File: src/rtl/offchip_mem_arbiter_pkg.sv
// Purpose : shared constants and types for the off-chip line-memory arbiter.
// Contents: line size default, FSM state encoding, requester port ids and a line-align helper.
// Notes   : LINE_BYTES must be a power of two for line_align to be meaningful.
package offchip_mem_arbiter_pkg;

  localparam int LINE_BYTES_DEF = 16;
  localparam int ADDR_W         = 32;

  typedef enum logic [1:0] {
    ST_IDLE  = 2'b00,
    ST_GRANT = 2'b01,
    ST_ISSUE = 2'b10,
    ST_DONE  = 2'b11
  } state_t;

  localparam logic PORT_I = 1'b0;
  localparam logic PORT_D = 1'b1;

  // Clear the byte-offset bits so the memory always sees a whole-line address.
  function automatic logic [ADDR_W-1:0] line_align(input logic [ADDR_W-1:0] a, input int lb);
    return a & ~(ADDR_W'(lb) - 32'd1);
  endfunction

endpackage

File: src/rtl/offchip_mem_arbiter_if.sv
// Purpose : bundles the two cache requester ports and the off-chip memory port.
// Modports: master = requesters + memory model side; slave = arbiter side.
// Signals : i_* instruction refill, d_* data refill/writeback, offchip_mem_* line memory.
interface offchip_mem_arbiter_if
  import offchip_mem_arbiter_pkg::*;
#(
  parameter int LINE_BYTES = LINE_BYTES_DEF
);
  localparam int LW = LINE_BYTES * 8;

  logic              i_req;
  logic [ADDR_W-1:0] i_addr;
  logic [LW-1:0]     i_rdata;
  logic              i_done;

  logic              d_req;
  logic              d_we;
  logic [ADDR_W-1:0] d_addr;
  logic [LW-1:0]     d_wdata;
  logic [LW-1:0]     d_rdata;
  logic              d_done;

  logic [ADDR_W-1:0] offchip_mem_addr;
  logic              offchip_mem_read_en;
  logic              offchip_mem_write_en;
  logic [LW-1:0]     offchip_mem_wdata;
  logic [LW-1:0]     offchip_mem_data;
  logic              offchip_mem_ready;

  modport master (
    output i_req, i_addr,
    input  i_rdata, i_done,
    output d_req, d_we, d_addr, d_wdata,
    input  d_rdata, d_done,
    input  offchip_mem_addr, offchip_mem_read_en, offchip_mem_write_en, offchip_mem_wdata,
    output offchip_mem_data, offchip_mem_ready
  );

  modport slave (
    input  i_req, i_addr,
    output i_rdata, i_done,
    input  d_req, d_we, d_addr, d_wdata,
    output d_rdata, d_done,
    output offchip_mem_addr, offchip_mem_read_en, offchip_mem_write_en, offchip_mem_wdata,
    input  offchip_mem_data, offchip_mem_ready
  );

endinterface

File: src/rtl/offchip_mem_arbiter_rr_arb2.sv
// Purpose : two-requester round-robin picker; remembers last_grant (reset = D so I wins first tie).
// Ports   : i_req_i/i_req_d requests, i_load commits the pick, o_win_d = 1 when D wins.
// Latency : pick is combinational; last_grant updates on the edge where i_load is high.
module offchip_mem_arbiter_rr_arb2
  import offchip_mem_arbiter_pkg::*;
(
  input  logic clk,
  input  logic rst,
  input  logic i_req_i,
  input  logic i_req_d,
  input  logic i_load,
  output logic o_win_d
);

  logic r_last;

  // D wins when alone, or on a tie when I had the previous grant.
  assign o_win_d = i_req_d & (~i_req_i | (r_last == PORT_I));

  always_ff @(posedge clk) begin
    if (rst) begin
      r_last <= PORT_D;
    end else if (i_load) begin
      r_last <= o_win_d;
    end
  end

endmodule

File: src/rtl/offchip_mem_arbiter.sv
// Purpose : shares one off-chip line-memory port between I-refill and D-refill/writeback, with timeout.
// Ports   : clk/rst, bus (slave modport: requesters + memory), busy, timeout_err pulse.
// Latency : req -> enable after 2 edges; ready at edge N -> done in cycle N+1; one IDLE cycle between txns.
module offchip_mem_arbiter
  import offchip_mem_arbiter_pkg::*;
#(
  parameter int LINE_BYTES     = LINE_BYTES_DEF,
  parameter int TIMEOUT_CYCLES = 1023
)(
  input  logic                 clk,
  input  logic                 rst,
  offchip_mem_arbiter_if.slave bus,
  output logic                 busy,
  output logic                 timeout_err
);

  localparam int LW    = LINE_BYTES * 8;
  localparam int CNT_W = $clog2(TIMEOUT_CYCLES + 1);
  // Last counter value seen in ISSUE before the limit is reached.
  localparam logic [CNT_W-1:0] TMO_LAST = CNT_W'(TIMEOUT_CYCLES - 1);

  state_t             r_state;
  state_t             w_state_nxt;
  logic               r_owner;
  logic               r_rd_en;
  logic               r_wr_en;
  logic [ADDR_W-1:0]  r_addr;
  logic [LW-1:0]      r_wdata;
  logic [LW-1:0]      r_i_rdata;
  logic [LW-1:0]      r_d_rdata;
  logic [CNT_W-1:0]   r_cnt;
  logic               r_tmo;

  logic               w_any_req;
  logic               w_arb_load;
  logic               w_win_d;
  logic               w_ready;
  logic               w_tmo_hit;
  logic [ADDR_W-1:0]  w_req_addr;

  assign w_any_req  = bus.i_req | bus.d_req;
  assign w_arb_load = (r_state == ST_IDLE) && w_any_req;
  // Ready only counts in ISSUE; it beats a timeout landing on the same edge.
  assign w_ready    = (r_state == ST_ISSUE) && bus.offchip_mem_ready;
  assign w_tmo_hit  = (r_state == ST_ISSUE) && !bus.offchip_mem_ready && (r_cnt == TMO_LAST);
  assign w_req_addr = (r_owner == PORT_D) ? bus.d_addr : bus.i_addr;

  offchip_mem_arbiter_rr_arb2 u_rr_arb2 (
    .clk     (clk),
    .rst     (rst),
    .i_req_i (bus.i_req),
    .i_req_d (bus.d_req),
    .i_load  (w_arb_load),
    .o_win_d (w_win_d)
  );

  // State register
  always_ff @(posedge clk) begin
    if (rst) begin
      r_state <= ST_IDLE;
    end else begin
      r_state <= w_state_nxt;
    end
  end

  // Next-state logic
  always_comb begin
    w_state_nxt = r_state;
    case (r_state)
      ST_IDLE:  if (w_any_req) w_state_nxt = ST_GRANT;
      ST_GRANT: w_state_nxt = ST_ISSUE;
      ST_ISSUE: if (w_ready || w_tmo_hit) w_state_nxt = ST_DONE;
      ST_DONE:  w_state_nxt = ST_IDLE;
      default:  w_state_nxt = ST_IDLE;
    endcase
  end

  // Datapath: owner, request capture, enables, timeout counter, returned lines.
  always_ff @(posedge clk) begin
    if (rst) begin
      r_owner   <= PORT_I;
      r_rd_en   <= 1'b0;
      r_wr_en   <= 1'b0;
      r_addr    <= '0;
      r_wdata   <= '0;
      r_i_rdata <= '0;
      r_d_rdata <= '0;
      r_cnt     <= '0;
      r_tmo     <= 1'b0;
    end else begin
      r_tmo <= 1'b0;
      case (r_state)
        ST_IDLE: begin
          if (w_any_req) r_owner <= w_win_d;
        end
        ST_GRANT: begin
          // Request fields are sampled only here; the requester may change them afterwards.
          r_addr <= line_align(w_req_addr, LINE_BYTES);
          r_cnt  <= '0;
          if ((r_owner == PORT_D) && bus.d_we) begin
            r_wr_en <= 1'b1;
            r_wdata <= bus.d_wdata;
          end else begin
            r_rd_en <= 1'b1;
          end
        end
        ST_ISSUE: begin
          r_cnt <= r_cnt + 1'b1;
          if (w_ready) begin
            r_rd_en <= 1'b0;
            r_wr_en <= 1'b0;
            if (r_rd_en) begin
              if (r_owner == PORT_D) r_d_rdata <= bus.offchip_mem_data;
              else                   r_i_rdata <= bus.offchip_mem_data;
            end
          end else if (w_tmo_hit) begin
            // Abort: drop the strobe, leave rdata untouched, flag the error with done.
            r_rd_en <= 1'b0;
            r_wr_en <= 1'b0;
            r_tmo   <= 1'b1;
          end
        end
        default: ;
      endcase
    end
  end

  assign busy                     = (r_state != ST_IDLE);
  assign timeout_err              = r_tmo;
  assign bus.i_done               = (r_state == ST_DONE) && (r_owner == PORT_I);
  assign bus.d_done               = (r_state == ST_DONE) && (r_owner == PORT_D);
  assign bus.i_rdata              = r_i_rdata;
  assign bus.d_rdata              = r_d_rdata;
  assign bus.offchip_mem_addr     = r_addr;
  assign bus.offchip_mem_read_en  = r_rd_en;
  assign bus.offchip_mem_write_en = r_wr_en;
  assign bus.offchip_mem_wdata    = r_wdata;

endmodule
File: src/flat_wrapper.sv
// flat-port wrapper written by rule: the top's interface ports become plain ports
module offchip_mem_arbiter_flat import offchip_mem_arbiter_pkg::*;
#(
  parameter int LINE_BYTES     = LINE_BYTES_DEF,
  parameter int TIMEOUT_CYCLES = 1023
)
  (clk, rst, busy, timeout_err, bus_i_req, bus_i_addr, bus_i_rdata, bus_i_done, bus_d_req, bus_d_we, bus_d_addr, bus_d_wdata, bus_d_rdata, bus_d_done, bus_offchip_mem_addr, bus_offchip_mem_read_en, bus_offchip_mem_write_en, bus_offchip_mem_wdata, bus_offchip_mem_data, bus_offchip_mem_ready);
  offchip_mem_arbiter_if #(.LINE_BYTES(LINE_BYTES)) bus_i ();
  input  logic clk;
  input  logic rst;
  output logic busy;
  output logic timeout_err;
  input wire logic [$bits(bus_i.i_req)-1:0] bus_i_req;
  input wire logic [$bits(bus_i.i_addr)-1:0] bus_i_addr;
  output wire logic [$bits(bus_i.i_rdata)-1:0] bus_i_rdata;
  output wire logic [$bits(bus_i.i_done)-1:0] bus_i_done;
  input wire logic [$bits(bus_i.d_req)-1:0] bus_d_req;
  input wire logic [$bits(bus_i.d_we)-1:0] bus_d_we;
  input wire logic [$bits(bus_i.d_addr)-1:0] bus_d_addr;
  input wire logic [$bits(bus_i.d_wdata)-1:0] bus_d_wdata;
  output wire logic [$bits(bus_i.d_rdata)-1:0] bus_d_rdata;
  output wire logic [$bits(bus_i.d_done)-1:0] bus_d_done;
  output wire logic [$bits(bus_i.offchip_mem_addr)-1:0] bus_offchip_mem_addr;
  output wire logic [$bits(bus_i.offchip_mem_read_en)-1:0] bus_offchip_mem_read_en;
  output wire logic [$bits(bus_i.offchip_mem_write_en)-1:0] bus_offchip_mem_write_en;
  output wire logic [$bits(bus_i.offchip_mem_wdata)-1:0] bus_offchip_mem_wdata;
  input wire logic [$bits(bus_i.offchip_mem_data)-1:0] bus_offchip_mem_data;
  input wire logic [$bits(bus_i.offchip_mem_ready)-1:0] bus_offchip_mem_ready;
  assign bus_i.i_req = bus_i_req;
  assign bus_i.i_addr = bus_i_addr;
  assign bus_i_rdata = bus_i.i_rdata;
  assign bus_i_done = bus_i.i_done;
  assign bus_i.d_req = bus_d_req;
  assign bus_i.d_we = bus_d_we;
  assign bus_i.d_addr = bus_d_addr;
  assign bus_i.d_wdata = bus_d_wdata;
  assign bus_d_rdata = bus_i.d_rdata;
  assign bus_d_done = bus_i.d_done;
  assign bus_offchip_mem_addr = bus_i.offchip_mem_addr;
  assign bus_offchip_mem_read_en = bus_i.offchip_mem_read_en;
  assign bus_offchip_mem_write_en = bus_i.offchip_mem_write_en;
  assign bus_offchip_mem_wdata = bus_i.offchip_mem_wdata;
  assign bus_i.offchip_mem_data = bus_offchip_mem_data;
  assign bus_i.offchip_mem_ready = bus_offchip_mem_ready;
  offchip_mem_arbiter #(.LINE_BYTES(LINE_BYTES), .TIMEOUT_CYCLES(TIMEOUT_CYCLES)) u_core (.clk(clk), .rst(rst), .bus(bus_i), .busy(busy), .timeout_err(timeout_err));
endmodule
File: config.mk
export PLATFORM = sky130hd
export DESIGN_NAME = offchip_mem_arbiter_flat
export DESIGN_NICKNAME = d
export VERILOG_FILES = /design/src/rtl/offchip_mem_arbiter_pkg.sv /design/src/rtl/offchip_mem_arbiter_if.sv /design/src/rtl/offchip_mem_arbiter_rr_arb2.sv /design/src/rtl/offchip_mem_arbiter.sv /design/src/flat_wrapper.sv
export SDC_FILE = /design/constraint.sdc
export NUM_CORES = 1
export LEC_CHECK = 0
export ABC_CLOCK_PERIOD_IN_PS = 4860
export BUFFER_PORTS_ARGS = -buffer_cell sky130_fd_sc_hd__buf_2
export CORE_AREA = 8 8 285 287
export DETAILED_ROUTE_END_ITERATION = 10
export DIE_AREA = 0 0 293 295
export MAX_ROUTING_LAYER = met4
export PLACE_DENSITY_LB_ADDON = 0.12
export REMOVE_ABC_BUFFERS = 1
export SYNTH_ARGS = -nofsm -noshare
export SYNTH_HDL_FRONTEND = slang
export SYNTH_HIERARCHICAL = 1
export SYNTH_SLANG_ARGS = --single-unit
File: constraint.sdc
create_clock -name clk -period 4.86 [get_ports clk]
set_input_delay 0.243 -clock clk [delete_from_list [all_inputs] [get_ports clk]]
set_output_delay 0.243 -clock clk [all_outputs]
set_load 0.02 [all_outputs]
After elaboration in Yosys (flattened, before gate mapping):

Cells that the tools add are included.
Widths: inputs -> output; s select.

* register bits: 429
* latch bits: 0
* RAM bits: 0
* ROM bits: 0
* output and inout bits: 422
* memories kept: 0

* $add $sub $neg: 1
* $mul: 0
* div/mod/pow operators: 0
* $lt $le $gt $ge: 0
* eq/ne operators: 9
* shift-type cells: 0
* mux-type cells: 12
* bitwise gates (word level): 7
* reductions and logical operators: 20

Operator list (count)
* $mux 32: 1
* $pmux 10 s2: 1
* $add 10x1->10 const B: 1
* $eq 10x10->1 const B: 1
* $pmux 2 s4: 1
* $reduce_and 4->1: 2
* $logic_and 1x1->1: 7
* $reduce_and 2->1: 3
* $reduce_and 3->1: 2
* $mux 1: 5
* $eq 2x2->1 const B: 2
* $mux 2: 2
* $ne 2x1->1 const B: 2
* $ne 2x2->1 const B: 2
* $not 1->1: 4
* $pmux 1 s2: 2
* $reduce_bool 2->1: 2
* $ne 3x1->1 const B: 1
* $reduce_or 3->1: 1
* $eq 2x1->1 const B: 1
* $logic_not 2->1: 1
* $or 1x1->1: 2
* $and 1x1->1: 1
* $logic_not 1->1: 1
* $logic_or 1x1->1: 1

Depth between registers and ports, before layout:

* word-level depth: 6
* gate-level depth with buffers: 8
* depth with buffers taken out: 6

Hierarchy:

Netlist, hierarchy kept.

By module, submodules not included
* offchip_mem_arbiter: times used 1, cells an instance 1889, area an instance 16602.2 sq um, sequential area each 8568.2 sq um
* offchip_mem_arbiter_rr_arb2: times used 1, cells an instance 4, area an instance 42.5 sq um, sequential area each 20.0 sq um

Least setup slack after synthesis:

OpenSTA, ideal clock, no wires.

* kind: reg2reg
* start: register u_core.r_state[0]
* end: register u_core.r_i_rdata[57], in the netlist u_core/bus.i_rdata[57]
* library setup time: 0.071 ns
* arrival: 1.478 ns
* setup slack: 3.311 ns
* cell stages (with the launch flop): 9
* buffers on the path: 2
* period minus slack after synthesis: 1.549 ns
* cell sequence: dfxtp_1 -> inv_1 -> ha_1 -> nand3_4 -> nand2b_4 -> buf_6 -> buf_2 -> nand2_1 -> a21oi_2

* word-level cells in the longest chain between the ends: 3

RTL lines
* from (decl): RTL line offchip_mem_arbiter.sv:22 `state_t r_state;`
* from (signal assigned): RTL line offchip_mem_arbiter.sv:62 `r_state <= w_state_nxt;`
* $eq 2x2->1 (*): RTL line offchip_mem_arbiter.sv:44, offchip_mem_arbiter.sv:92
* $logic_and 1x1->1: RTL line offchip_mem_arbiter.sv:44 `assign w_ready = (r_state == ST_ISSUE) && bus.offchip_mem_ready;`
* $reduce_and 4->1 (no source line) (*)
* to (signal assigned): RTL line offchip_mem_arbiter.sv:114 `else r_i_rdata <= bus.offchip_mem_data;`
* to (decl): RTL line offchip_mem_arbiter.sv:29 `logic [LW-1:0] r_i_rdata;`

Every way passes the cells marked *; elsewhere a longest branch is shown, timed or not.
A chain may end at the register's enable or synchronous reset.

Worst setup path after layout:

* start: register u_core.r_state[1]
* end: register u_core.r_wdata[43], in the netlist u_core/bus.offchip_mem_wdata[43]

* word-level cells in the longest chain between the ends: 2

RTL lines
* $eq 2x1->1: RTL line offchip_mem_arbiter.sv:92 `case (r_state)`
* $reduce_and 2->1 (no source line)
* to (signal assigned): RTL line offchip_mem_arbiter.sv:102 `r_wdata <= bus.d_wdata;`
* to (decl): RTL line offchip_mem_arbiter.sv:28 `logic [LW-1:0] r_wdata;`

No other way between the ends.

==> results by group <==
Run status
  – Status: finished clean

Clock network
  – H-tree Lvls: 2
  – CTS tree: done
  – # clock sinks: 429
  – Clk pin slew, worst setup/hold paths: 0.06 ns
  – Clk_lat worst skew: 0.57 ns
  – Total clock buffers created by CTS: 52
  – Clock Root Buffer: clkbuf_16
  – Clock buffer depth: 3

Die
  – Core Area: 76700 sq um
  – Die width: 293 um
  – Die Height: 295 um
  – # rows: 102
  – Die ar.: 86400 sq um
  – I/O pin cnt: 748
  – Initial Utilization: 21.7%

Timing
  – Endpoints failing setup: 0
  – Setup TNS: 0 ns
  – Clk_skew: 0.0119 ns
  – Final worst path period need: 3.07 ns
  – Hold Vio Cnt, Final: 0
  – Worst-Margin Slew: 1.14 ns
  – Max-slew violations: 0
  – RSZ-0062 raised after global routing: no
  – FMAX: 0.326 GHz
  – Max_slew headroom: 24.1%
  – Ratio of final minimum period to clock period: 63.2%

Synthesis
  – Async set-or-reset flop fraction in the synthesized netlist: 0%
  – Synthesized area: 16600 sq um
  – Syn_area_per_cell: 8.79 sq um
  – Top cells by area, synth: dfxtp_1 52%, nand2_1 17%, a21oi_2 12%, a21oi_1 5.0%, buf_12 2.6%
  – Number of enable flip-flop cells after synthesis: 0
  – Post-synth top area cell: dfxtp_1
  – #FFs+latches synth: 429
  – YS warnings: 6
  – Seq/Total Area, Yosys: 51.6%
  – Synthesized instance count: 1893
  – Most used DFF post-synth: dfxtp_1
  – Synth top cells by count: 752 x nand2_1, 429 x dfxtp_1, 220 x a21oi_2, 166 x a21oi_1, 42 x buf_2
  – Count leader, synth: nand2_1
  – Cell variety after synth: 43
  – Top cell type's share of synthesized area: 51.6%

Route
  – DRT Pass-1 Iters: 5
  – Routed vias/inst: 4.15
  – Post-Route WL: 69800 um
  – Total number of vias: 16300
  – Antenna Violating Nets Remaining: 0
  – Wirelength per Cell: 17.8 um
  – DRC viols: 0
  – 1st-iter DRT viols: 684

Worst setup path
  – Critical path buffers and inverters: 2
  – Worst EP required: 5.35 ns
  – Crit path max-delay cell type: and3_4
  – CP Capture Type: register
  – CP Launch Type: register
  – Crit. path cell count: 6
  – Crit-path max cell delay: 0.95 ns
  – Worst r2r path cells: 6
  – Max FO, Critical Path: 75
  – Crit path DAT: 3.56 ns
  – Worst-path cell chain: inv_1 > ha_2 > and3_4 > buf_12 > nand2_1 > a21oi_1
  – Critical path class: reg -> reg
  – Top delay family on crit path: simple AND/OR/NAND/NOR gates

Job
  – Max-Cap Viols: 0

Place
  – Dpl hpwl: 49000 um
  – Placed inst area: 20600 sq um
  – IO buf count: 735
  – Placer congestion estimate: 0.807

Finish
  – Share of layout cells above drive strength 1: 37.2%
  – Fillcell total: 8215
  – Final nets: 3175
  – Post-route design area: 25100 sq um
  – Area grow syn2layout: 51.0%

Worst hold path
  – Hold path depth: 3
  – Min-delay worst type: in -> reg

Pwr
  – Total power: 8.87 mW
  – PD cells: 353 nW/um^2
  – Maximum vdd drop: 0.000221 V
  – Leakage power: 10.2 nW

Global routing
  – Pin count of the biggest net entering global routing: 129
  – Total gr overflow: 0
  – Vias in the first global route: 16800
  – Overall Global Routing Usage: 15.6%
  – Busiest grt layer: met2
  – Met2 Usage GRT: 26.0%
  – GR Layer Usage met1: 17.3%
  – Initial antenna violation count: 8
  – First-pass GRT wire length: 104000 um
  – Met3 usage: 5.58%
[final timing paths]
path,from,endpoint,slack (ns)
hold reg to reg,u_core/bus.offchip_mem_wdata[104],u_core/bus.offchip_mem_wdata[104],0.45
setup / recovery,u_core/r_state[1],u_core/bus.offchip_mem_wdata[43],1.79
hold / removal,bus_i_addr[7],u_core/bus.offchip_mem_addr[7],0.06
setup reg to reg,u_core/r_state[1],u_core/bus.offchip_mem_wdata[43],1.79
[tightest hold or removal path: cells and delay by family]
kind | cells | cell delay (ns)
buf+inv | 1 | 0.10
compound gates | 1 | 0.09
mux | 1 | 0.15
[sequential cells by signal, indices dropped and copies added (netlist names)]
| name | flops |
|---|---|
| u_core/timeout_err | 1 |
| u_core/u_rr_arb2/r_last | 1 |
| u_core/bus.offchip_mem_addr | 28 |
| u_core/r_cnt | 10 |
| u_core/bus.offchip_mem_wdata | 128 |
| u_core/r_state | 2 |
| u_core/bus.offchip_mem_write_en | 1 |
| u_core/bus.d_rdata | 128 |
| u_core/bus.offchip_mem_read_en | 1 |
| u_core/bus.i_rdata | 128 |
| u_core/r_owner | 1 |
[layer usage]
metal,vias to the layer above,part of all wire [%]
met4,0,3.6
met5,-,0
met3,114,8.9
met2,565,48
met1,7567,40
li1,8040,-
[power breakdown]
group | switching [mW] | internal (mW)
clock network | 1.52 | 2.12
registers | 0.0914 | 3.70
logic | 0.853 | 0.583
[per-stage QoR]
step / util (%) / std cells / worst slack (ns) / hold WS (ns)
final: 32.8 / 3924 / 1.79 / 0.0572
after global routing: 32.8 / 3923 / 1.42 / 0.0244
after global placement: 26.9 / 3539 / 1.83 / 0.440
after CTS: 32.7 / 3916 / 1.73 / 0.000796
after detailed placement: 26.9 / 3539 / 1.76 / 0.444
after floorplan: - / 1748 / -0.384 / 0.305
[kinds of logic after synthesis]
| group | Yosys count | share of synthesized area (%) |
|---|---|---|
| flip-flops | 429 | 51.6 |
| multiplexers | 30 | 1.80 |
| other | 1 | 0.0225 |
| buffers and inverters | 155 | 7.54 |
| adder cells (fa/ha/maj) | 6 | 0.451 |
| XOR/XNOR | 9 | 0.474 |
| AO/OA/AOI/OAI | 423 | 18.3 |
| AND/OR/NAND/NOR | 840 | 19.9 |
[cells in the final DEF (no fill, tap or decap), drive strengths merged]
master,synthesis,final
nand2,772,772
buf,114,751
dfxtp,429,429
a21oi,386,386
dlygate4sd3,0,290
clkbuf,34,80
nor2,43,43
mux2i,30,30
a211oi,29,29
diode,0,8
xor2,8,8
inv,7,7
nand3,7,7
ha,6,6
clkinv,0,5
conb,1,4
nand4,3,3
nand2b,3,3
and3,3,3
clkinvlp,0,2
and2,2,2
nor2b,2,2
and4,2,2
and2b,1,1
a311oi,1,1
a31oi,1,1
a221oi,1,1
nor3,1,1
nor4,1,1
a32oi,1,1
o21a,1,1
a21o,1,1
xnor2,1,1
a21boi,1,1
a211o,1,1
[area by class of cell]
cell class              instances  area (sq um)  share of cell area, %
clock inverters                 7          43.8                  0.174
repair buffers               1041          6800                   27.1
multi-input cells            1312          6830                   27.2
inverters                       7          26.3                  0.105
diodes                          8          20.0                 0.0797
well taps                    1040          1300                   5.18
flip-flops and latches        429          8590                   34.2
clock buffers                  80          1520                   6.04
[repair_timing]
action | in CTS | in global routing
hold buffers | 290 | 0
setup buffers | 0 | 0
endpoints found under the setup margin | 0 | 0
hold endpoints to repair | 404 | 0
gates resized for setup | 0 | 0
(Power assumes the default switching activity.)
